### src/rtl/cla_pkg.sv
// Shared widths and record types for the pipelined carry-lookahead adder.
package cla_pkg;

  localparam int CLA_N   = 64;
  localparam int CLA_BLK = 4;
  localparam int NUM_BLK = CLA_N / CLA_BLK;

  typedef struct packed {
    logic p;
    logic g;
  } grp_pg_t;

  typedef struct packed {
    logic [CLA_N-1:0] sum;
    logic             cout;
    logic             ovf;
    logic             zero;
  } cla_result_t;

endpackage

### src/rtl/Sum_blk.sv
// Final sum stage: each sum bit is its propagate bit XOR its incoming carry.
module Sum_blk #(
  parameter int N = 64
) (
  input  logic [N-1:0] p_i,
  input  logic [N-1:0] cin,
  output logic [N-1:0] sum_o
);

  assign sum_o = p_i ^ cin;

endmodule

### src/rtl/cla_carry_unit.sv
// Two-level carry lookahead: group P/G per block, then per-bit carries
// derived from each block's carry-in.
module cla_carry_unit
  import cla_pkg::*;
#(
  parameter int N   = CLA_N,
  parameter int BLK = CLA_BLK
) (
  input  logic [N-1:0] p_i,
  input  logic [N-1:0] g_i,
  input  logic         cin_i,
  output logic [N-1:0] c_o,
  output logic         cout_o
);

  localparam int NB = N / BLK;

  // NOTE: blocking assignments here are deliberate; the loop variables carry
  // values from one iteration to the next, which only works in combinational
  // code where each statement sees the previous one's result immediately.
  always_comb begin
    grp_pg_t w_grp;
    logic    w_blk_c;
    logic    w_run_p;
    logic    w_run_g;
    c_o     = '0;
    w_grp   = '0;
    w_blk_c = cin_i;
    w_run_p = 1'b1;
    w_run_g = 1'b0;
    for (int j = 0; j < NB; j++) begin
      w_run_p = 1'b1;
      w_run_g = 1'b0;
      // Carry into bit k of the block = generate(0..k-1) | propagate(0..k-1) & C[j].
      for (int k = 0; k < BLK; k++) begin
        c_o[j*BLK+k] = w_run_g | (w_run_p & w_blk_c);
        w_run_g      = g_i[j*BLK+k] | (p_i[j*BLK+k] & w_run_g);
        w_run_p      = w_run_p & p_i[j*BLK+k];
      end
      w_grp.p = &p_i[j*BLK +: BLK];
      w_grp.g = w_run_g;
      w_blk_c = w_grp.g | (w_grp.p & w_blk_c);
    end
    cout_o = w_blk_c;
  end

endmodule

### src/rtl/cla64_pipe.sv
// Two-stage pipelined carry-lookahead adder with valid/ready on both sides.
// N must match cla_pkg::CLA_N because the result record is sized from it.
module cla64_pipe
  import cla_pkg::*;
#(
  parameter int N   = CLA_N,
  parameter int BLK = CLA_BLK
) (
  input  logic         clk,
  input  logic         rst,
  input  logic         in_valid_i,
  output logic         in_ready_o,
  input  logic [N-1:0] a_i,
  input  logic [N-1:0] b_i,
  input  logic         cin_i,
  output logic         out_valid_o,
  input  logic         out_ready_i,
  output logic [N-1:0] sum_o,
  output logic         cout_o,
  output logic         ovf_o,
  output logic         zero_o
);

  logic         r_s1_valid;
  logic [N-1:0] r_s1_p;
  logic [N-1:0] r_s1_g;
  logic         r_s1_cin;
  logic         r_out_valid;
  cla_result_t  r_res;

  logic         w_s2_ready;
  logic         w_in_xfer;
  logic         w_s2_load;
  logic [N-1:0] w_carry;
  logic [N-1:0] w_sum;
  logic         w_cout;
  cla_result_t  w_res;

  assign w_s2_ready = !r_out_valid || out_ready_i;
  assign in_ready_o = !r_s1_valid || w_s2_ready;
  assign w_in_xfer  = in_valid_i && in_ready_o;
  assign w_s2_load  = r_s1_valid && w_s2_ready;

  // NOTE: the stage-1 datapath has no reset; r_s1_valid alone decides whether
  // its contents mean anything, so clearing them would only cost wiring.
  always_ff @(posedge clk) begin
    if (w_in_xfer) begin
      r_s1_p   <= a_i ^ b_i;
      r_s1_g   <= a_i & b_i;
      r_s1_cin <= cin_i;
    end
  end

  cla_carry_unit #(.N(N), .BLK(BLK)) u_carry (
    .p_i    (r_s1_p),
    .g_i    (r_s1_g),
    .cin_i  (r_s1_cin),
    .c_o    (w_carry),
    .cout_o (w_cout)
  );

  Sum_blk #(.N(N)) u_sum (
    .p_i   (r_s1_p),
    .cin   (w_carry),
    .sum_o (w_sum)
  );

  always_comb begin
    w_res      = '0;
    w_res.sum  = w_sum;
    w_res.cout = w_cout;
    w_res.ovf  = w_carry[N-1] ^ w_cout;
    w_res.zero = (w_sum == '0);
  end

  // NOTE: sequential state uses non-blocking assignments so every register
  // samples pre-edge values, independent of statement order.
  always_ff @(posedge clk) begin
    if (rst) begin
      r_s1_valid  <= 1'b0;
      r_out_valid <= 1'b0;
      r_res       <= '0;
    end else begin
      if (w_in_xfer) begin
        r_s1_valid <= 1'b1;
      end else if (w_s2_load) begin
        r_s1_valid <= 1'b0;
      end
      if (w_s2_load) begin
        r_out_valid <= 1'b1;
        r_res       <= w_res;
      end else if (out_ready_i) begin
        r_out_valid <= 1'b0;
      end
    end
  end

  assign out_valid_o = r_out_valid;
  assign sum_o       = r_res.sum;
  assign cout_o      = r_res.cout;
  assign ovf_o       = r_res.ovf;
  assign zero_o      = r_res.zero;

endmodule

### config.mk
export PLATFORM = sky130hd
export DESIGN_NAME = cla64_pipe
export DESIGN_NICKNAME = d
export VERILOG_FILES = /design/src/rtl/cla_pkg.sv /design/src/rtl/Sum_blk.sv /design/src/rtl/cla_carry_unit.sv /design/src/rtl/cla64_pipe.sv
export SDC_FILE = /design/constraint.sdc
export NUM_CORES = 1
export LEC_CHECK = 0
export CAP_MARGIN = 5
export CORE_ASPECT_RATIO = 1.25
export CORE_UTILIZATION = 40
export CTS_CLUSTER_SIZE = 40
export DETAILED_ROUTE_END_ITERATION = 6
export PLACE_DENSITY = 0.66
export SETUP_SLACK_MARGIN = 0.05
export SLEW_MARGIN = 10
export SYNTH_ARGS = -nofsm -noshare
export SYNTH_HDL_FRONTEND = slang
export SYNTH_SLANG_ARGS = --single-unit
### constraint.sdc
create_clock -name clk -period 6 [get_ports clk]
set_input_delay 0.6 -clock clk [delete_from_list [all_inputs] [get_ports clk]]
set_output_delay 0.6 -clock clk [all_outputs]
set_load 0.02 [all_outputs]
==> results of run 1 <==
## repair_timing
item | 4_1_cts | 5_1_grt
resized for setup | 0 | 2
endpoints found under the hold margin | 0 | 0
endpoints found under the setup margin | 0 | 1
hold buffers | 0 | 0
## area by class of cell
cell class | count | share of cell area
Multi-Input combinational cell | 588 | 0.317
Sequential cell | 198 | 0.431
Clock buffer | 17 | 0.0349
Timing Repair Buffer | 209 | 0.170
Tap cell | 283 | 0.0291
Clock inverter | 15 | 0.0136
Inverter | 16 | 0.00493
## power groups by stage
stage / logic (uW) / clock network, uW / registers (uW)
floorplan: 264 / 0 / 1700
global placement: 568 / 0 / 1680
detailed placement: 570 / 0 / 1680
CTS: 575 / 1170 / 1650
global route: 624 / 1230 / 1660
finish: 567 / 1160 / 1650
## logic make-up (layout without fill, tap and decap cells)
family	Yosys count	in the layout
flops	198	198
simple gates	276	276
xor+xnor	44	44
mux	4	4
compound gates	184	184
buf+inv	39	257
fa+ha+maj	80	80
## cell usage after synthesis, drive strengths merged, types with 4 or more instances
cell and n:
clkbuf 21, and3 8, o21ai 16, a21oi 101, xnor2 32, nor4 12, nand2b 4, a31oi 5
nor2b 5, nor2 50, nand3 10, ha 80, edfxtp 129, inv 16, nand2 139, mux2i 4
nand4 6, and2 4, xor2 12, o21bai 9, nor3 17, a21o 23, or2 4, or3 4
dfxtp 69, a211oi 4
## how the worst max path moves through the flow
stage                           from     end  slack [ns]  depth (start not counted)
after global placement      r_s1_cin  zero_o        0.46                         19
after global routing      r_s1_p[33]  zero_o        0.06                         19
after detailed placement    r_s1_cin  zero_o        0.25                         19
after CTS                   r_s1_cin  zero_o        0.19                         19
final                       r_s1_cin  zero_o        0.39                         19
after floorplan           r_s1_p[26]  zero_o        1.05                         19
## through the flow
| stage | cell area (um^2) | cells | hold slack, ns | power [uW] | util |
|---|---|---|---|---|---|
| after global placement | 11600 | 1294 | 0.442 | 2240 | 0.516 |
| after CTS | 12200 | 1326 | 0.459 | 3400 | 0.543 |
| after global routing | 12200 | 1326 | 0.476 | 3510 | 0.543 |
| after detailed placement | 11600 | 1294 | 0.449 | 2250 | 0.516 |
| final | 12200 | 1326 | 0.455 | 3380 | 0.543 |
| after floorplan | 9240 | 825 | 0.496 | 1960 | - |
## sequential cells by signal, indices dropped and copies added (netlist names)
signal	count
cout_o	1
r_s1_valid	1
sum_o	64
out_valid_o	1
r_s1_p	64
ovf_o	1
r_s1_g	64
zero_o	1
r_s1_cin	1
## critical path: cells and delay by family, from the launching register on
kind,cells,cell delay (ns)
adder cells (fa/ha/maj),1,0.31
flip-flops,1,0.42
AO/OA/AOI/OAI,8,2.14
AND/OR/NAND/NOR,10,2.69
## routing by layer
| layer | wire length [um] | part of all wire | up-vias | global-route usage |
|---|---|---|---|---|
| met5 | 0 | 0 | - | 0 |
| met1 | 9660 | 0.41 | 3307 | 0.240 |
| li1 | - | - | 3422 | - |
| met4 | 514 | 0.022 | 0 | 0.0718 |
| met3 | 1170 | 0.050 | 34 | 0.0381 |
| met2 | 12200 | 0.52 | 228 | 0.368 |
==> impl_metrics.yaml, run 1 <==
yosys:
  ys_async_sr_fraction: 0
  synth_flop_cell: "edfxtp_1"
  synth_edf_count: 129
  ys_top_cells_by_area: "edfxtp_1, dfxtp_1, ha_1, nand2_1, a21oi_1"
  synth_top_family_by_area: "simple AND/OR/NAND/NOR gates"
  synthXorXnorAreaFrac: 0.0417
  ys_warn_count: 0
  yosys.area.top_type: "edfxtp_1"
  syn-num-nets: 1038
  synth_compound_area_frac: 0.124
  yosys.area_share.adder: 0.108
  postSynthCellCount: 825
  synth_area_um2: 9240
  yosys.cell_types.count: 60
  ys_ff_latch: 198
  syn_area_per_cell_um2: 11.2
  synth-simple-area-share: 0.137
  yosysSeqAreaShare: 0.569
  yosysTopAreaCellShare: 0.419
  synth.area.mux_share: 0.00433
pwr:
  p_comb_frac: 0.168
  p_sw_frac: 0.271
  power_leakage_uw: 0.00458
  seq_power_share: 0.489
  powerDensity_nw_per_um2: 277
  switching_power_uw: 913
  clkPwrFrac: 0.343
  internal_power_uw: 2460
  ir_worst_vdd_v: 0.000176
route:
  ant_nets: 0
  via_count: 6991
  drt-total-wl_um: 23600
  drtIter0Drc: 397
  drt_pass1_iterations: 5
  routedWlPerCell_um: 17.8
  viasPerCell: 5.27
  drc: 0
timing:
  worstMarginPinSlew_ns: 0.790
  hold_viol_final: 0
  min_period_ns: 5.61
  tns_ns: 0
  rsz0062_at_grt: "false"
  slew_viol_final: 0
  fmax_ghz: 0.178
  fin_skew_ns: 0.0132
  post-route-period-util: 0.935
  setup_viol: 0
  worst_slack_ns: 0.390
  maxSlewHeadroom: 0.473
clocking:
  clock_path_buffers: 2
  cts_max_level: 4
  clkTransAtPathRegs_ns: 0.07
  cts_tree: "yes"
  cts.sinks: 198
  cts_setup_buffers: 0
  cts_made_buffers: 17
  clk_latency_ns: 0.44
  cts_root_buf: "clkbuf_16"
setup_path:
  critPathMaxStageDelay_ns: 0.52
  cp_max_fo: 4
  r2r_slack_ns: 0.39
  crit_path_end_kind: "register"
  crit_path_top_delay_cell: "or4_1"
  start_kind: "register"
  rr_worst_depth: 19
  required_ns: 6.37
  r2r_start: "r_s1_cin"
  cp_cell_sequence: "a211o_1 -> a211o_1 -> a22oi_2 -> a21oi_1 -> nor3_2 -> nor3b_2 -> o211ai_1 -> a21oi_1 -> ha_1 -> or4_1 -> nor4_1 -> nand4_1 -> or4b_1 -> or4_1 -> a2111o_1 -> nor4_2 -> nand4b_1 -> nor4_1 -> a32o_1"
  worst-setup-path-type: "reg -> reg"
  crit_arrival_ns: 5.98
  r2r_end: "zero_o"
hold_path:
  min_to: "sum_o[57]"
  hold_path.class: "reg -> reg"
  whs_path_depth: 2
  hp-start: "sum_o[57]"
global_route:
  grt_max_degree: 69
  grt_pass1_vias: 6796
  grt_first_pass_wirelength_um: 35800
  grt_overflow: 0
  grt_usage: 0.205
  antenna_found_initial: 0
floorplan:
  chipWidth_um: 138
  die_h_um: 172
  ioPinCount: 202
  core_um2: 22400
  die_area_um2: 23700
  initial_core_util: 0.412
  rows: 61
layout:
  seq_area_um2: 5260
  drive_gt1_frac: 0.0575
  fin_nets: 1243
  num_antenna_cells: 0
  final_common_cell: "clkdlybuf4s50_1"
  multi_input_area_um2: 3860
  nFillCells: 1993
  final_cell_mix: "clkdlybuf4s50_1, nand2_1, edfxtp_1"
  syn_to_final_growth_pct: 31.9
job:
  cap_viol_max_count: 0
place:
  place_ws_ns: 0.251
  gp_routability_congestion: 0.819
  io_buffers: 201
  hpwl_um: 17500
run_status:
  status: "completed"
Note: power is estimated with default switching activity, not from simulation.
==> run 2, diff against run 1 <==
--- a/config.mk
+++ b/config.mk
@@ -10,6 +10,7 @@
 export CORE_UTILIZATION = 40
 export CTS_CLUSTER_SIZE = 40
 export DETAILED_ROUTE_END_ITERATION = 6
+export GPL_TIMING_DRIVEN = 0
 export PLACE_DENSITY = 0.66
 export SETUP_SLACK_MARGIN = 0.05
 export SLEW_MARGIN = 10
==> run 2 against run 1 <==
Against the previous run: clock-buffer cell count increased by 1; core utilization is 0.96 points higher; power down 0.32%; clock power barely moved; first-iteration DRC count decreased by 19%; worst hold slack improved by 0.0012 ns.
==> impl_metrics.yaml, run 2 (same netlist as run 1, synthesis figures left out) <==
pwr:
  power_leakage_uw: 0.00465
  power_uw: 3360
  p_comb_frac: 0.173
  ir_worst_vdd_v: 0.000185
  p_sw_frac: 0.268
  switching_power_uw: 900
  internal_power_uw: 2460
  seq_power_share: 0.490
  clkPwrFrac: 0.337
  powerDensity_nw_per_um2: 271
layout:
  final_cell_mix: "clkdlybuf4s50_1, nand2_1, edfxtp_1"
  num_antenna_cells: 0
  drive_gt1_frac: 0.0647
  final_common_cell: "clkdlybuf4s50_1"
  fin_nets: 1266
  syn_to_final_growth_pct: 34.3
  instances_no_fill: 1349
  finish.utilization: 0.553
global_route:
  antenna_found_initial: 1
  grt_pass1_vias: 6731
  grt_overflow: 0
  grt_first_pass_wirelength_um: 35200
  grt_usage: 0.201
  grt_max_degree: 68
timing:
  setup_viol: 0
  fmax_ghz: 0.175
  fin_skew_ns: 0.00930
  hold_viol_final: 0
  min_period_ns: 5.72
  hold_slack_ns: 0.456
  rsz0062_at_grt: "false"
  post-route-period-util: 0.954
  maxSlewHeadroom: 0.542
  slew_viol_final: 0
  worstMarginPinSlew_ns: 0.687
clocking:
  clk_latency_ns: 0.43
  cts_made_buffers: 17
  cts_hold_buf: 0
  cts_max_level: 4
  clkTransAtPathRegs_ns: 0.07
  cts_root_buf: "clkbuf_16"
  cts.sinks: 198
  cts_tree: "yes"
  clock_path_buffers: 2
route:
  drt_pass1_iterations: 4
  routedWlPerCell_um: 17.4
  drc: 0
  drtIter0Drc: 321
  via_count: 6960
  drt-total-wl_um: 23500
  ant_nets: 0
  viasPerCell: 5.16
floorplan:
  rows: 61
  die_h_um: 172
  die_area_um2: 23700
  chipWidth_um: 138
  ioPinCount: 202
  core_um2: 22400
  initial_core_util: 0.412
setup_path:
  rr_worst_depth: 22
  crit_path_end_kind: "register"
  r2r_slack_ns: 0.28
  cp_cell_sequence: "a211o_1 -> a211o_1 -> a22oi_2 -> buf_4 -> buf_4 -> a21o_1 -> a31oi_1 -> nor4_1 -> nor3_2 -> a21oi_2 -> o21bai_1 -> ha_1 -> nor4_2 -> and3_1 -> nand4_1 -> or4b_1 -> or4_1 -> a2111o_1 -> nor4_2 -> nand4b_1 -> nor4_1 -> a32o_1"
  critPathMaxStageDelay_ns: 0.49
  required_ns: 6.37
  crit_buf_inv: 2
  crit_path_top_delay_cell: "or4b_1"
  cp_max_fo: 3
  crit_arrival_ns: 6.09
  r2r_start: "r_s1_g[0]"
  start_kind: "register"
  cp_top_family: "simple AND/OR/NAND/NOR gates"
  r2r_end: "zero_o"
  worst-setup-path-type: "reg -> reg"
place:
  gp_routability_congestion: 0.847
  io_buffers: 201
  hpwl_um: 18300
  dp_cells: 1311
hold_path:
  min_to: "sum_o[32]"
  hp-start: "sum_o[32]"
  whs_path_depth: 2
  hold_path.class: "reg -> reg"
job:
  cap_viol_max_count: 0
run_status:
  status: "completed"
run 2: cell types whose count changed in the layout (fill, tap and decap cells not counted), sizes merged:
| cell | previous run | this run |
|---|---|---|
| clkbuf | 17 | 38 |
| inv | 22 | 19 |
| buf | 9 | 11 |
| clkinvlp | 2 | 4 |
| clkdlybuf4s50 | 200 | 201 |
run 2: power by group through the flow:
stage               combinational [uW]  sequential [uW]  clock [uW]
finish                             583             1650        1130
CTS                                586             1650        1150
global route                       642             1660        1210
detailed placement                 573             1680           0
global placement                   560             1680           0
floorplan                          264             1700           0
run 2: area by class of cell:
cell class              instances  area (um^2)
clock inverters                14          153
inverters                      16         60.1
flip-flops and latches        198         5260
plain buffers                  22         82.6
clock buffers                  18          429
fillers                      1965        10000
multi-input cells             588         3950
repair buffers                210         2120
well taps                     283          354
run 2: through the flow:
stage,setup TNS [ns],setup slack [ns],area (um^2)
4_1_cts,0,0.0567,12300
2_1_floorplan,0,1.05,9240
3_5_place_dp,-0.731,-0.731,11700
6_report,0,0.277,12400
5_1_grt,0,0.0559,12400
3_3_place_gp,-0.690,-0.690,11600
run 2: worst register-to-register path: cells and delay by family (launching register included):
family          cells  cell delay (ns)
compound gates      9             2.12
fa+ha+maj           1             0.38
buf+inv             2             0.28
flops               1             0.43
simple gates       10             2.46
run 2: how the worst max path moves through the flow:
stage               start     end  slack, ns  cells past startpoint
3_3_place_gp     r_s1_cin  zero_o      -0.69                     19
5_1_grt         r_s1_g[0]  zero_o       0.06                     23
2_1_floorplan  r_s1_p[26]  zero_o       1.05                     19
3_5_place_dp     r_s1_cin  zero_o      -0.73                     19
6_report        r_s1_g[0]  zero_o       0.28                     22
4_1_cts         r_s1_g[0]  zero_o       0.06                     20
run 2: what timing repair did:
action / in CTS / in global routing
setup endpoints to repair: 1 / 1
setup buffers: 4 / 3
pin swaps: 6 / 3
endpoints found under the hold margin: 0 / 0
cloned: 0 / 0
gates resized for setup: 15 / 6
run 2: per-layer routing:
metal / track usage / part of all wire / up-vias
li1: - / - / 3465
met1: 0.238 / 0.40 / 3283
met2: 0.364 / 0.52 / 185
met3: 0.0320 / 0.061 / 25
met4: 0.0742 / 0.019 / 2
met5: 0 / 0.00043 / -
==> run 3, diff against run 2 <==
--- a/config.mk
+++ b/config.mk
@@ -6,7 +6,7 @@
 export NUM_CORES = 1
 export LEC_CHECK = 0
 export CAP_MARGIN = 5
-export CORE_ASPECT_RATIO = 1.25
+export CORE_ASPECT_RATIO = 0.5
 export CORE_UTILIZATION = 40
 export CTS_CLUSTER_SIZE = 40
 export DETAILED_ROUTE_END_ITERATION = 6
==> run 3 against run 2 <==
Against the previous run: power shrank 1.9%; clock-buffer cell count grew 2; die area grew 0.14%; highest routed layer is now met4; critical endpoint unchanged; final area shrank 0.21%; first-iteration DRC count grew 48%; via count grew 2.3%; sequential share of layout area grew 0.090 points.
==> impl_metrics.yaml, run 3 (same netlist as run 1, synthesis figures left out) <==
setup_path:
  crit_arrival_ns: 6.13
  crit_path_end_kind: "register"
  cp_max_fo: 5
  required_ns: 6.38
  start_kind: "register"
  worst-setup-path-type: "reg -> reg"
timing:
  fmax_ghz: 0.174
  setup_viol: 0
  worstMarginPinSlew_ns: 0.691
  slew_viol_final: 0
  rsz0062_at_grt: "false"
  maxSlewHeadroom: 0.539
  min_period_ns: 5.74
  fin_skew_ns: 0.0134
  post-route-period-util: 0.957
  hold_viol_final: 0
  tns_ns: 0
pwr:
  power_uw: 3300
  power_leakage_uw: 0.00461
  powerDensity_nw_per_um2: 267
  ir_worst_vdd_v: 0.000202
hold_path:
  hold_path.class: "reg -> reg"
clocking:
  cts_hold_buf: 0
  cts.sinks: 198
  cts_made_buffers: 17
  cts_max_level: 4
  cts_root_buf: "clkbuf_16"
  clk_latency_ns: 0.44
  cts_tree: "yes"
  clock_path_buffers: 2
  clkTransAtPathRegs_ns: 0.07
floorplan:
  chipWidth_um: 217
  ioPinCount: 202
  die_area_um2: 23700
  die_h_um: 109
  rows: 38
  core_um2: 22200
  initial_core_util: 0.417
route:
  routedWlPerCell_um: 17.5
  drt_pass1_iterations: 5
  drc: 0
  drtIter0Drc: 474
  via_count: 7121
  ant_nets: 0
  viasPerCell: 5.19
  drt-total-wl_um: 24000
layout:
  syn_to_final_growth_pct: 34.0
  fin_nets: 1271
  final_common_cell: "clkdlybuf4s50_1"
  num_antenna_cells: 0
  drive_gt1_frac: 0.0663
  final_cell_mix: "clkdlybuf4s50_1, nand2_1, edfxtp_1"
  nFillCells: 1907
global_route:
  grt_overflow: 0
  grt_first_pass_wirelength_um: 36300
  grt_usage: 0.203
  grt_max_degree: 53
  antenna_found_initial: 0
  grt_pass1_vias: 6820
place:
  gp_routability_congestion: 0.849
  io_buffers: 201
  hpwl_um: 18600
run_status:
  status: "completed"
job:
  cap_viol_max_count: 0
## run 3: worst paths after layout
path / from / end / slack, ns / depth (start not counted)
setup / recovery: r_s1_p[17] / zero_o / 0.26 / 19
hold / removal: sum_o[0] / sum_o[0] / 0.46 / 2
setup reg to reg: r_s1_p[17] / zero_o / 0.26 / 19
hold reg to reg: sum_o[0] / sum_o[0] / 0.46 / 2
## run 3: critical path, cell delays in order, from the launching register on
cell and delay [ns]:
edfxtp_1 0.45, and4_1 0.25, and2_1 0.15, a221o_1 0.37, and4_1 0.26, nor3_4 0.35
nor3b_2 0.12, o211ai_1 0.30, a21oi_2 0.11, ha_1 0.33, or4_4 0.51, nor4_4 0.22
nand4_1 0.17, or4b_4 0.52, or4_1 0.43, a2111o_1 0.40, nor4_2 0.20, nand4b_1 0.16
nor4_2 0.21, a32o_1 0.17
## run 3: where the power goes
part / internal, uW / total [uW] / switching (uW)
Clock: 538 / 1060 / 525
Combinational: 280 / 591 / 311
Sequential: 1570 / 1650 / 80.4
Total: 2380 / 3300 / 917
## run 3: cell type report
type                            count  area (um^2)  share of cell area
Multi-Input combinational cell    588         3920               0.317
Sequential cell                   198         5260               0.425
Inverter                           16         60.1             0.00485
Clock inverter                     12          100             0.00809
Timing Repair Buffer              214         2140               0.173
Tap cell                          300          375              0.0303
Buffer                             23         86.3             0.00698
Clock buffer                       20          437              0.0353
## run 3: metal layers
metal,wire length (um),track usage,vias up
met5,0,0,-
met4,281,0.0473,0
met3,984,0.0476,22
met2,11800,0.351,160
met1,10900,0.260,3465
li1,-,-,3474
## run 3: stage by stage
stage	hold WS [ns]	area [um^2]	utilization	instances	setup WS (ns)
after floorplan	0.496	9240	-	825	1.05
after global placement	0.443	11600	0.525	1326	-0.594
after detailed placement	0.446	11700	0.527	1328	-0.672
after CTS	0.456	12300	0.557	1367	0.0503
after global routing	0.471	12400	0.559	1371	0.0342
final	0.458	12400	0.559	1371	0.255
## run 3: timing repair
| item | CTS | global route |
|---|---|---|
| cloned | 0 | 0 |
| resized for setup | 14 | 4 |
| pin swaps | 12 | 6 |
| endpoints found under the setup margin | 1 | 1 |
| setup buffers | 7 | 4 |
